==> src/rtl/dlx_pkg.sv <==
// Shared DLX decode definitions: opcodes, field positions, instruction
// classes and the decoded-instruction record with its decode function.
package dlx_pkg;

  localparam logic [5:0] OP_RTYPE = 6'h00;
  localparam logic [5:0] OP_J     = 6'h02;
  localparam logic [5:0] OP_JAL   = 6'h03;
  localparam logic [5:0] OP_BEQZ  = 6'h04;
  localparam logic [5:0] OP_BNEZ  = 6'h05;
  localparam logic [5:0] OP_ADDI  = 6'h08;
  localparam logic [5:0] OP_ADDUI = 6'h09;
  localparam logic [5:0] OP_SUBI  = 6'h0A;
  localparam logic [5:0] OP_SUBUI = 6'h0B;
  localparam logic [5:0] OP_ANDI  = 6'h0C;
  localparam logic [5:0] OP_ORI   = 6'h0D;
  localparam logic [5:0] OP_XORI  = 6'h0E;
  localparam logic [5:0] OP_LHI   = 6'h0F;
  localparam logic [5:0] OP_LW    = 6'h23;
  localparam logic [5:0] OP_SW    = 6'h2B;

  localparam int OPC_MSB  = 31;
  localparam int OPC_LSB  = 26;
  localparam int RS1_MSB  = 25;
  localparam int RS1_LSB  = 21;
  localparam int RS2_MSB  = 20;
  localparam int RS2_LSB  = 16;
  localparam int RD_MSB   = 15;
  localparam int RD_LSB   = 11;
  localparam int FUNC_MSB = 5;
  localparam int IMM16_MSB = 15;
  localparam int IMM26_MSB = 25;

  typedef enum logic [1:0] {
    IT_R   = 2'd0,
    IT_I   = 2'd1,
    IT_J   = 2'd2,
    IT_ILL = 2'd3
  } instr_type_e;

  typedef struct packed {
    logic [5:0]  opcode;
    logic [4:0]  rs1;
    logic [4:0]  rs2;
    logic [4:0]  rd;
    logic [5:0]  func;
    logic [15:0] imm16;
    logic        imm_zext;
    logic [25:0] imm26;
    instr_type_e itype;
    logic        wr_en;
  } dec_instr_t;

  function automatic dec_instr_t decode_instr(input logic [31:0] instr);
    dec_instr_t d;
    d          = '0;
    d.opcode   = instr[OPC_MSB:OPC_LSB];
    d.rs1      = instr[RS1_MSB:RS1_LSB];
    d.rs2      = instr[RS2_MSB:RS2_LSB];
    d.imm16    = instr[IMM16_MSB:0];
    d.imm26    = instr[IMM26_MSB:0];
    d.itype    = IT_ILL;
    d.rd       = 5'd0;
    d.func     = 6'd0;
    d.wr_en    = 1'b0;
    d.imm_zext = 1'b0;
    case (d.opcode)
      OP_RTYPE: begin
        d.itype = IT_R;
        d.rd    = instr[RD_MSB:RD_LSB];
        d.func  = instr[FUNC_MSB:0];
        d.wr_en = (d.rd != 5'd0);
      end
      OP_J: begin
        d.itype = IT_J;
      end
      OP_JAL: begin
        d.itype = IT_J;
        d.rd    = 5'd31;
        d.wr_en = 1'b1;
      end
      OP_BEQZ, OP_BNEZ, OP_SW: begin
        d.itype = IT_I;
        d.rd    = instr[RS2_MSB:RS2_LSB];
      end
      OP_ADDI, OP_ADDUI, OP_SUBI, OP_SUBUI, OP_ANDI, OP_ORI, OP_XORI, OP_LHI, OP_LW: begin
        d.itype = IT_I;
        d.rd    = instr[RS2_MSB:RS2_LSB];
        d.wr_en = (d.rd != 5'd0);
      end
      default: begin
        d.itype = IT_ILL;
      end
    endcase
    case (d.opcode)
      OP_ADDUI, OP_SUBUI, OP_ANDI, OP_ORI, OP_XORI: d.imm_zext = 1'b1;
      default:                                      d.imm_zext = 1'b0;
    endcase
    return d;
  endfunction

endpackage

==> src/rtl/dlx_field_decode.sv <==
// Combinational split of a raw DLX word into the decoded-instruction record.
module dlx_field_decode
  import dlx_pkg::*;
(
  input  logic [31:0] i_instr,
  output dec_instr_t  o_dec
);

  assign o_dec = decode_instr(i_instr);

endmodule

==> src/rtl/dlx_ir_decode.sv <==
// DLX instruction register / decode stage: two-entry skid buffer holding
// pre-decoded instructions, valid/ready on both sides, flush to NOP.
module dlx_ir_decode
  import dlx_pkg::*;
#(
  parameter int          DEPTH     = 2,
  parameter logic [31:0] NOP_INSTR = 32'h0000_0000
) (
  input  logic        clk,
  input  logic        rst_n,
  input  logic        in_valid,
  input  logic [31:0] in_instr,
  input  logic [31:0] in_pc,
  output logic        in_ready,
  input  logic        flush,
  output logic        out_valid,
  input  logic        out_ready,
  output logic [31:0] out_pc,
  output logic [5:0]  out_opcode,
  output logic [4:0]  out_rs1,
  output logic [4:0]  out_rs2,
  output logic [4:0]  out_rd,
  output logic [5:0]  out_func,
  output logic [15:0] out_imm16,
  output logic        out_imm_zext,
  output logic [25:0] out_imm26,
  output logic [1:0]  out_type,
  output logic        out_wr_en
);

  if (DEPTH != 2) begin : g_depth_check
    $error("dlx_ir_decode supports DEPTH == 2 only");
  end

  typedef struct packed {
    logic [31:0] pc;
    dec_instr_t  dec;
  } entry_t;

  localparam entry_t NOP_ENTRY = '{pc: 32'h0000_0000, dec: decode_instr(NOP_INSTR)};

  dec_instr_t  w_dec;
  entry_t      w_new;
  entry_t      w_head_nxt;
  entry_t      w_tail_nxt;
  logic [1:0]  w_count_nxt;
  logic        w_push;
  logic        w_pop;

  entry_t      r_head;
  entry_t      r_tail;
  logic [1:0]  r_count;
  logic        r_in_ready;
  logic        r_out_valid;

  dlx_field_decode u_field_decode (
    .i_instr (in_instr),
    .o_dec   (w_dec)
  );

  assign w_new  = '{pc: in_pc, dec: w_dec};
  assign w_push = in_valid && r_in_ready && !flush;
  assign w_pop  = r_out_valid && out_ready;

  // Next buffer state; flush wins over any push or pop in the same cycle.
  always_comb begin
    w_head_nxt  = r_head;
    w_tail_nxt  = r_tail;
    w_count_nxt = r_count;
    if (flush) begin
      w_head_nxt  = NOP_ENTRY;
      w_tail_nxt  = NOP_ENTRY;
      w_count_nxt = 2'd0;
    end else begin
      case ({w_push, w_pop})
        2'b10: begin
          if (r_count == 2'd0) begin
            w_head_nxt = w_new;
          end else begin
            w_tail_nxt = w_new;
          end
          w_count_nxt = r_count + 2'd1;
        end
        2'b01: begin
          if (r_count == 2'd2) begin
            w_head_nxt = r_tail;
          end else begin
            w_head_nxt = r_head;
          end
          w_count_nxt = r_count - 2'd1;
        end
        2'b11: begin
          if (r_count == 2'd1) begin
            w_head_nxt = w_new;
          end else begin
            w_head_nxt = r_tail;
            w_tail_nxt = w_new;
          end
        end
        default: begin
          w_count_nxt = r_count;
        end
      endcase
    end
  end

  // Buffer and handshake registers.
  always_ff @(posedge clk or negedge rst_n) begin
    if (!rst_n) begin
      r_head      <= NOP_ENTRY;
      r_tail      <= NOP_ENTRY;
      r_count     <= 2'd0;
      r_in_ready  <= 1'b1;
      r_out_valid <= 1'b0;
    end else begin
      r_head      <= w_head_nxt;
      r_tail      <= w_tail_nxt;
      r_count     <= w_count_nxt;
      r_in_ready  <= (w_count_nxt < 2'd2);
      r_out_valid <= (w_count_nxt != 2'd0);
    end
  end

  assign in_ready     = r_in_ready;
  assign out_valid    = r_out_valid;
  assign out_pc       = r_head.pc;
  assign out_opcode   = r_head.dec.opcode;
  assign out_rs1      = r_head.dec.rs1;
  assign out_rs2      = r_head.dec.rs2;
  assign out_rd       = r_head.dec.rd;
  assign out_func     = r_head.dec.func;
  assign out_imm16    = r_head.dec.imm16;
  assign out_imm_zext = r_head.dec.imm_zext;
  assign out_imm26    = r_head.dec.imm26;
  assign out_type     = r_head.dec.itype;
  assign out_wr_en    = r_head.dec.wr_en;

endmodule

==> config.mk <==
export PLATFORM = sky130hd
export DESIGN_NAME = dlx_ir_decode
export DESIGN_NICKNAME = d
export VERILOG_FILES = /design/src/rtl/dlx_pkg.sv /design/src/rtl/dlx_field_decode.sv /design/src/rtl/dlx_ir_decode.sv
export SDC_FILE = /design/constraint.sdc
export NUM_CORES = 1
export LEC_CHECK = 0
export CORE_MARGIN = 2
export CORE_UTILIZATION = 53
export DETAILED_ROUTE_END_ITERATION = 6
export PLACE_DENSITY = 0.85
export SLEW_MARGIN = 20
export SYNTH_ARGS = -nofsm -noshare
export SYNTH_HDL_FRONTEND = slang
export SYNTH_SLANG_ARGS = --single-unit
export TNS_END_PERCENT = 50
==> constraint.sdc <==
create_clock -name clk -period 7.2 [get_ports clk]
set_input_delay 1.44 -clock clk [delete_from_list [all_inputs] [get_ports clk]]
set_output_delay 1.44 -clock clk [all_outputs]
set_load 0.02 [all_outputs]
==> results of run 1 <==
-- power groups by stage --
stage	clock (uW)	sequential, uW	combinational (uW)
CTS	992	1060	554
finish	980	1060	552
global route	1040	1070	590
floorplan	0	1130	240
global placement	0	1070	534
detailed placement	0	1070	552
-- synthesized netlist by cell type (7+ instances only) --
master,n,share of area (%)
o21ai_1,10,0.72
nor2_1,8,0.43
buf_2,10,0.72
o21ai_0,69,5.0
a22oi_1,72,7.8
buf_4,26,2.8
dfrtp_1,161,58
inv_1,7,0.38
nor2b_1,7,0.63
a22o_1,72,9.1
clkbuf_1,40,2.2
nand2_1,84,4.5
-- layout by cell type (no fill, tap or decap), types with 5 or more instances in the layout --
master	netlist	routed
clkdlybuf4s50_1	0	174
dfrtp_1	161	161
nand2_1	84	84
a22oi_1	72	72
a22o_1	72	72
o21ai_0	69	69
clkbuf_16	0	17
o21ai_1	10	10
inv_1	7	7
nor2_1	8	6
nor2b_1	7	6
a22oi_2	6	6
o21ai_2	6	6
ha_1	6	6
buf_4	26	6
a221oi_1	5	5
nor3_1	5	5
bufinv_16	0	5
-- state kept, by name (all words and copies together) (netlist names) --
register,flops
r_tail,79
out_pc,32
out_imm16,15
out_func,6
out_opcode,6
out_rd,5
out_rs1,5
out_rs2,4
out_imm26,2
out_type,2
r_count,2
in_ready,1
out_imm_zext,1
out_valid,1
out_wr_en,1
-- worst max path at each step --
stage / cells after the start / slack [ps] / start / to
after floorplan: 9 / 3800 / flush / out_type[1]
after global placement: 9 / 2680 / flush / r_tail[74]
after detailed placement: 9 / 2520 / flush / r_tail[84]
after CTS: 9 / 2960 / flush / r_tail[72]
after global routing: 9 / 2740 / flush / r_tail[72]
final: 9 / 2910 / flush / r_tail[72]
-- per-layer routing --
| layer | routed length (microns) | up-vias | track usage (%) |
|---|---|---|---|
| li1 | - | 2518 | - |
| met1 | 7685 | 2812 | 35.40 |
| met2 | 8844 | 291 | 42.99 |
| met3 | 1379 | 27 | 6.081 |
| met4 | 227 | 0 | 8.854 |
| met5 | 0 | - | 0 |
-- stage by stage --
step / cell area (sq um) / worst slack [ps] / power (uW) / util (%) / hold WS [ps]
4_1_cts: 9235 / 2961 / 2606 / 72.59 / 483.6
3_5_place_dp: 8588 / 2524 / 1624 / 67.51 / 470.6
3_3_place_gp: 8588 / 2681 / 1604 / 67.51 / 463.4
6_report: 9239 / 2907 / 2594 / 72.62 / 478.3
5_1_grt: 9239 / 2736 / 2701 / 72.62 / 497.2
2_1_floorplan: 6938 / 3804 / 1370 / - / 449.9
-- cells by family after synthesis --
| logic type | synth area share [%] |
|---|---|
| AO/OA/AOI/OAI | 26.69 |
| adder cells (fa/ha/maj) | 1.082 |
| buffers and inverters | 6.240 |
| flip-flops | 58.45 |
| AND/OR/NAND/NOR | 7.538 |
-- layout make-up --
cell class | instances | area share, %
multi-input combinational | 378 | 26.91
clock buffer | 18 | 4.754
inverter | 7 | 0.2844
clock inverter | 12 | 2.248
timing repair buffer | 182 | 19.58
sequential | 162 | 43.89
tap | 172 | 2.329
-- worst min-delay path: stages (launching register included) --
cell and delay (ps):
dfrtp_1 340, nand2_1 50, o21ai_0 60
==> flow_metrics.tcl, run 1 <==
set metrics [dict create \
    fin_cells 931 \
    p_switching_uw 729.4 \
    multi_input_area_sq_um 2486 \
    p_leak_uw 0.004013 \
    grt_pass1_vias 5693 \
    postCtsResizedCells 0 \
    dieArea_sq_um 14020 \
    coreArea_sq_um 12720 \
    regArea_sq_um 4055 \
    clkLatencyLatePin_ps 420 \
    max_freq_ghz 0.2329 \
    cts_setup_buffers 0 \
    post_drt_wl_per_cell_microns 19.48 \
    n_antenna_cell 0 \
    async_flop_share_pct 100.0 \
    cp_slowest_cell "nor2b_4" \
    numCtsBuffers 17 \
    synthCells 624 \
    cp_top_family "buffers and inverters" \
    ys.warnings.count 0 \
    max_stage_delay_ps 870 \
    cts.sinks 162 \
    path_class "in -> reg" \
    pwr-share-clk_pct 37.8 \
    swShare_pct 28.12 \
    cellPowerDensity_nw_per_um2 280.8 \
    drv_cap 0 \
    intPower_uw 1864 \
    fill_cells 871 \
    cp-start-kind "input pin" \
    finalHoldViolations 0 \
    die_h_microns 118.4 \
    syn_area_per_cell_sq_um 11.12 \
    ys_seq_elements 162 \
    worstPathArrival_ps 4640 \
    yosysSeqAreaShare_pct 58.45 \
    cts_htree_levels 4 \
    rr_endpoint "r_tail[72]" \
    rsz0062_at_grt "false" \
    firstDrtPassIters 5 \
    holdPathEnd "out_opcode[2]" \
    syn_to_final_growth_pct 33.17 \
    start_util_pct 54.53 \
    io_pins 176 \
    min-delay-path-class "reg -> reg" \
    slew_headroom_pct 30.94 \
    setup_viol 0 \
    cts_tree "built" \
    place_congestion 0.9214 \
    r2r_cells 8 \
    final_antenna_net_count 0 \
    min_period_over_period_pct 59.63 \
    grt_max_degree 97 \
    synth_area_sq_um 6938 \
    status "finished, final reports clean" \
    cp_cell_sequence "clkdlybuf4s50_1 > or2_2 > inv_1 > ha_1 > a22oi_1 > o21a_1 > nor2b_4 > buf_4 > a22o_1" \
    drt_iter0_drc 585 \
    tns_ps 0 \
    crit_buf_inv 3 \
    drt-total-wl_microns 18140 \
    place_inst 901 \
    overflow 0 \
    drive_above_1_share_pct 8.037 \
    grt_pass1_wl_microns 29730 \
    worstReg2RegStart "in_ready" \
    num_rows 41 \
    slew_violations 0 \
    irDropWorstVdd_uv 163.4 \
    synth_nets 699 \
    synth-main-ff-cell "dfrtp_1" \
    critPathMaxFanout 44 \
    skew_ps 8.883 \
    grt_usage_pct 26.48 \
    vias_per_cell 6.067 \
    rrSetupSlack_ps 4190 \
    hold_path_depth 2 \
    antenna_found_initial 0 \
    worstSetupEndpointType "flip-flop" \
    tightest_slew_ps 1034 \
    portBuffers 175 \
    hold_buffers 0 \
    dieWidth_microns 118.4 \
    hpwl_microns 11710 \
    ys_types 38 \
    p_comb_share_pct 21.3 \
    cts_root_buf "clkbuf_16" \
    power_frac_seq_pct 40.9 \
    clk_path_buf_depth 2 \
    cp.required_ps 7550 \
    final_nets 823 \
    hp-start "out_opcode[2]" \
    synth_edf_count 0 \
    drc 0 \
    num_vias 5648 \
    fin_crit_ps 4293 \
    clk_pin_slew_ps 60 \
]
(Power assumes the default switching activity.)
==> inputs of run 2 (changes only) <==
--- a/config.mk
+++ b/config.mk
@@ -6,9 +6,9 @@
 export NUM_CORES = 1
 export LEC_CHECK = 0
 export CORE_MARGIN = 2
-export CORE_UTILIZATION = 53
+export CORE_UTILIZATION = 49
 export DETAILED_ROUTE_END_ITERATION = 6
-export PLACE_DENSITY = 0.85
+export PLACE_DENSITY = 0.8
 export SLEW_MARGIN = 20
 export SYNTH_ARGS = -nofsm -noshare
 export SYNTH_HDL_FRONTEND = slang
==> constraint.sdc (replaced) <==
create_clock -name clk -period 4.5 [get_ports clk]
set_input_delay 0.9 -clock clk [delete_from_list [all_inputs] [get_ports clk]]
set_output_delay 0.9 -clock clk [all_outputs]
set_load 0.02 [all_outputs]
==> run 2 against run 1 <==
Against the previous run: sequential share of layout area rose by 0.36 points; wire length is 1.0% lower; via count shrank 0.64%.
==> flow_metrics.tcl, run 2 (synthesized netlist as in run 1, its figures left out) <==
set metrics [dict create \
    layout_common_cells "clkdlybuf4s50_1 (174), dfrtp_1 (161), nand2_1 (84)" \
    r2r_cells 8 \
    p_leak_uw 0.003990 \
    p_switching_uw 1129 \
    worstPathArrival_ps 3760 \
    coreArea_sq_um 13880 \
    tightest_slew_ps 877.9 \
    worstReg2RegStart "in_ready" \
    grt_max_degree 99 \
    min-delay-path-class "reg -> reg" \
    hold_path_depth 2 \
    pwr-share-clk_pct 32.3 \
    cp_top_family "simple AND/OR/NAND/NOR gates" \
    numCtsBuffers 17 \
    postCtsResizedCells 0 \
    swShare_pct 29.47 \
    drt-total-wl_microns 17950 \
    max_freq_ghz 0.2929 \
    fill_cells 1071 \
    drt_iter0_drc 629 \
    max_stage_delay_ps 840 \
    vias_per_cell 5.939 \
    start_util_pct 49.98 \
    cp.required_ps 4840 \
    finalHoldViolations 0 \
    hold_buffers 0 \
    grt_pass1_vias 5644 \
    rrSetupSlack_ps 1620 \
    top_register "r_tail" \
    fin_crit_ps 3414 \
    place_congestion 0.8940 \
    hpwl_microns 11820 \
    antenna_found_initial 0 \
    syn_to_final_growth_pct 32.08 \
    final_common_cell "clkdlybuf4s50_1" \
    crit_buf_inv 3 \
    dieWidth_microns 123.0 \
    whs_ps 476.7 \
    cts_tree "built" \
    cellPowerDensity_nw_per_um2 418.2 \
    hp-start "out_pc[0]" \
    holdPathEnd "out_pc[0]" \
    n_antenna_cell 0 \
    drc 0 \
    path_class "in -> reg" \
    grt_usage_pct 24.72 \
    cp-start-kind "input pin" \
    firstDrtPassIters 5 \
    p_comb_share_pct 23.4 \
    skew_ps 10.44 \
    worstSetupEndpointType "flip-flop" \
    cp_slowest_cell "or4_2" \
    min_period_over_period_pct 75.87 \
    post_drt_wl_per_cell_microns 18.99 \
    final_nets 829 \
    grt_pass1_wl_microns 28710 \
    setup_viol 0 \
    cts.sinks 162 \
    final_antenna_net_count 0 \
    power_frac_seq_pct 44.3 \
    overflow 0 \
    critPathMaxFanout 15 \
    rr_endpoint "out_rd[1]" \
    drv_cap 0 \
    clk_pin_slew_ps 60 \
    report.power.total_uw 3832 \
    status "finished, final reports clean" \
    slew_violations 0 \
    portBuffers 175 \
    intPower_uw 2703 \
    tns_ps 0 \
    cts_htree_levels 4 \
    cp_cell_sequence "clkdlybuf4s50_1 > buf_4 > or2_2 > inv_1 > ha_1 > nor2b_1 > or4_2 > nor2b_1 > a22oi_1 > o21ai_1" \
    largest_reg_flops 79 \
    clk_path_buf_depth 2 \
    num_rows 43 \
    io_pins 176 \
    dieArea_sq_um 15130 \
    clkLatencyLatePin_ps 420 \
    drive_above_1_share_pct 8.105 \
    cts_setup_buffers 0 \
    slew_headroom_pct 41.48 \
    cts_root_buf "clkbuf_16" \
    rsz0062_at_grt "false" \
    cpMostUsedCell "nor2b_1" \
    die_h_microns 123.0 \
    num_vias 5612 \
    irDropWorstVdd_uv 237.8 \
]
==> run 2: changes by cell type in the layout (fill, tap and decap cells not counted) <==
cell	delta
inv_6	-1
clkinv_2	+6
buf_6	-1
bufinv_16	-5
buf_12	+2
clkbuf_1	+5
buf_4	+5
clkinvlp_4	-2
clkinv_4	-3
==> run 2: cell type report <==
class	count	area (sq um)	area share (%)
flip-flops and latches	162	4055	44.25
clock buffers	23	457.9	4.997
well taps	180	225.2	2.458
repair buffers	188	1876	20.47
inverters	7	26.28	0.2867
multi-input cells	378	2486	27.13
clock inverters	7	37.54	0.4096
==> run 2: worst max path at each step <==
stage	startpoint	to	slack (ps)	cells past startpoint
after global routing	flush	out_rd[2]	910	10
after CTS	flush	out_rd[1]	1120	10
final	flush	out_rd[1]	1090	10
after global placement	flush	out_rd[4]	710	9
after floorplan	flush	out_type[1]	1640	9
after detailed placement	flush	out_imm16[4]	680	9
==> run 2: per-layer routing <==
layer	vias to the layer above	global-route usage, %	part of all wire [%]
met4	0	10.16	1.9
met5	-	0	0
met1	2792	32.24	42
met3	32	6.089	7.2
li1	2525	-	-
met2	263	39.78	49
==> run 2: stage by stage <==
step | utilization, % | std cells | instance area (sq um) | worst slack, ps
2_1_floorplan | - | 624 | 6938 | 1644
3_3_place_gp | 62.45 | 915 | 8668 | 711.4
3_5_place_dp | 62.45 | 915 | 8668 | 678.1
4_1_cts | 66.02 | 945 | 9164 | 1116
5_1_grt | 66.02 | 945 | 9164 | 914.7
6_report | 66.02 | 945 | 9164 | 1086
==> run 2: power by group through the flow <==
| stage | Clock [uW] | Sequential (uW) | Combinational (uW) |
|---|---|---|---|
| 5_1_grt | 1330 | 1710 | 963 |
| 3_3_place_gp | 0 | 1710 | 878 |
| 4_1_cts | 1250 | 1700 | 900 |
| 2_1_floorplan | 0 | 1810 | 385 |
| 3_5_place_dp | 0 | 1720 | 898 |
| 6_report | 1240 | 1700 | 895 |
==> run 2: worst register-to-register path, stage by stage, from the launching register on <==
cell	delay [ps]
dfstp_2	530
nand2_1	60
or2_2	290
ha_1	240
nor2b_1	150
or4_2	810
nor2b_1	490
a22oi_1	140
o21ai_1	110
==> variant: new RTL, flow settings as in run 2 <==
Reset style: synchronous (`rst_n`), changed in one clocked block.
--- a/src/rtl/dlx_ir_decode.sv
+++ b/src/rtl/dlx_ir_decode.sv
@@ -105,7 +105,7 @@
   end
 
   // Buffer and handshake registers.
-  always_ff @(posedge clk or negedge rst_n) begin
+  always_ff @(posedge clk) begin
     if (!rst_n) begin
       r_head      <= NOP_ENTRY;
       r_tail      <= NOP_ENTRY;
Function: differs if rst_n is asserted again (counterexample within 4 cycles, from zero or initial values and one cycle with rst_n low); with rst_n held inactive, the same outputs for 4 cycles.
==> variant against run 2 <==
Setup slack got worse by 150 ps; count of clock-buffer cells in the layout rose by 2; core utilization rose by 0.67 points; area after synthesis fell by 6.0%; final area fell by 4.4%; first-iteration DRC count fell by 8.9%; sequential cell count did not move; wire length fell by 2.7%; critical path type unchanged; global-route usage barely moved.
Power is not compared: it rests on default switching activity, and its combinational part moved more than twofold at a synthesized area within 25%.
==> variant: results (changes against run 2) <==
| Metric | Value |
|---|---|
| Vias | `6120 (+9.1%)` |
| Placed cell area | `8210 µm² (-5.3%)` |
| Syn Inst Count | `785 (+26%)` |
| Routed len/inst | `16.1 µm (-15%)` |
| Crit path time final | `3560 ps (+149 ps)` |
| Distinct cells, synth | `34 (-11%)` |
| CP max-delay cell | `nor3_2` |
| Critical path data arrival time | `3900 ps (+140 ps)` |
| GRT Total Usage | `24.7% (+0.030 points)` |
| Global placer's final weighted congestion | `0.823 (-8.0%)` |
| Layout Skew | `6.49 ps (-3.94 ps)` |
| Slew @ Worst Pin | `924 ps (+46.6 ps)` |
| Setup crit start | `in_valid` |
| NumNets Final | `972 (+17%)` |
| Dpl cells | `1053 (+15%)` |
| Critical path endpoint | `out_pc[21]` |
| Reg-to-Reg Start | `in_ready` |
| Hold_ws | `453 ps (-23.8 ps)` |
| Synth async-reset ratio | `0% (-100 points)` |
| DR iter-0 viols | `573 (-8.9%)` |
| Crit Path Max Fanout | `63 (+48)` |
| Status | `finished clean` |
| Sequential area share after synthesis | `49.7% (-8.7 points)` |
| Most instantiated cells after synthesis | `dfxtp_1 (162), nand2_1 (136), nor2_1 (87)` |
| Largest net degree at the start of global routing | `64 (-35%)` |
| Share of cells above drive strength 1 | `5.41% (-2.7 points)` |
| Syn Nets | `861 (+23%)` |
[variant: cell type report]
class,instances,area [µm²],share of cell area (%)
clock inverter,4,50.0,0.571
inverter,6,22.5,0.257
sequential,162,3240,37.0
multi-input combinational,521,2820,32.2
tap,176,220,2.51
clock buffer,25,505,5.77
timing repair buffer,188,1900,21.7
[variant: logic make-up after synthesis]
| kind of cell | Yosys count | share of synthesized area, % |
|---|---|---|
| AND/OR/NAND/NOR | 315 | 20.7 |
| AO/OA/AOI/OAI | 197 | 20.3 |
| flip-flops | 162 | 49.7 |
| buffers and inverters | 102 | 7.71 |
| adder cells (fa/ha/maj) | 7 | 1.34 |
| multiplexers | 2 | 0.307 |
[variant: per-layer routing]
layer | vias to the layer above | track usage [%] | share of wire [%]
li1 | 2956 | - | -
met1 | 2886 | 31.7 | 43
met2 | 257 | 39.2 | 47
met3 | 21 | 7.85 | 8.4
met5 | - | 0 | 0
met4 | 0 | 9.34 | 1.6
[variant: tightest hold or removal path: cells and delay by family, from the launching register on]
family          cells  cell delay (ps)
simple gates        1               50
compound gates      1               50
flops               1              310
[variant: worst min-delay path by stage]
stage	start	to
6_report	r_tail[44]	r_tail[44]
5_1_grt	r_tail[38]	r_tail[38]
4_1_cts	r_tail[34]	r_tail[34]
3_5_place_dp	r_tail[33]	r_tail[33]
3_3_place_gp	r_tail[65]	r_tail[65]
2_1_floorplan	r_tail[100]	r_tail[100]
[variant: report_power, final]
group / total [mW] / switching [mW] / leakage (nW) / internal, mW
logic: 0.324 / 0.172 / 1.37 / 0.152
clock network: 1.36 / 0.537 / 0.267 / 0.825
registers: 1.48 / 0.0160 / 1.31 / 1.46
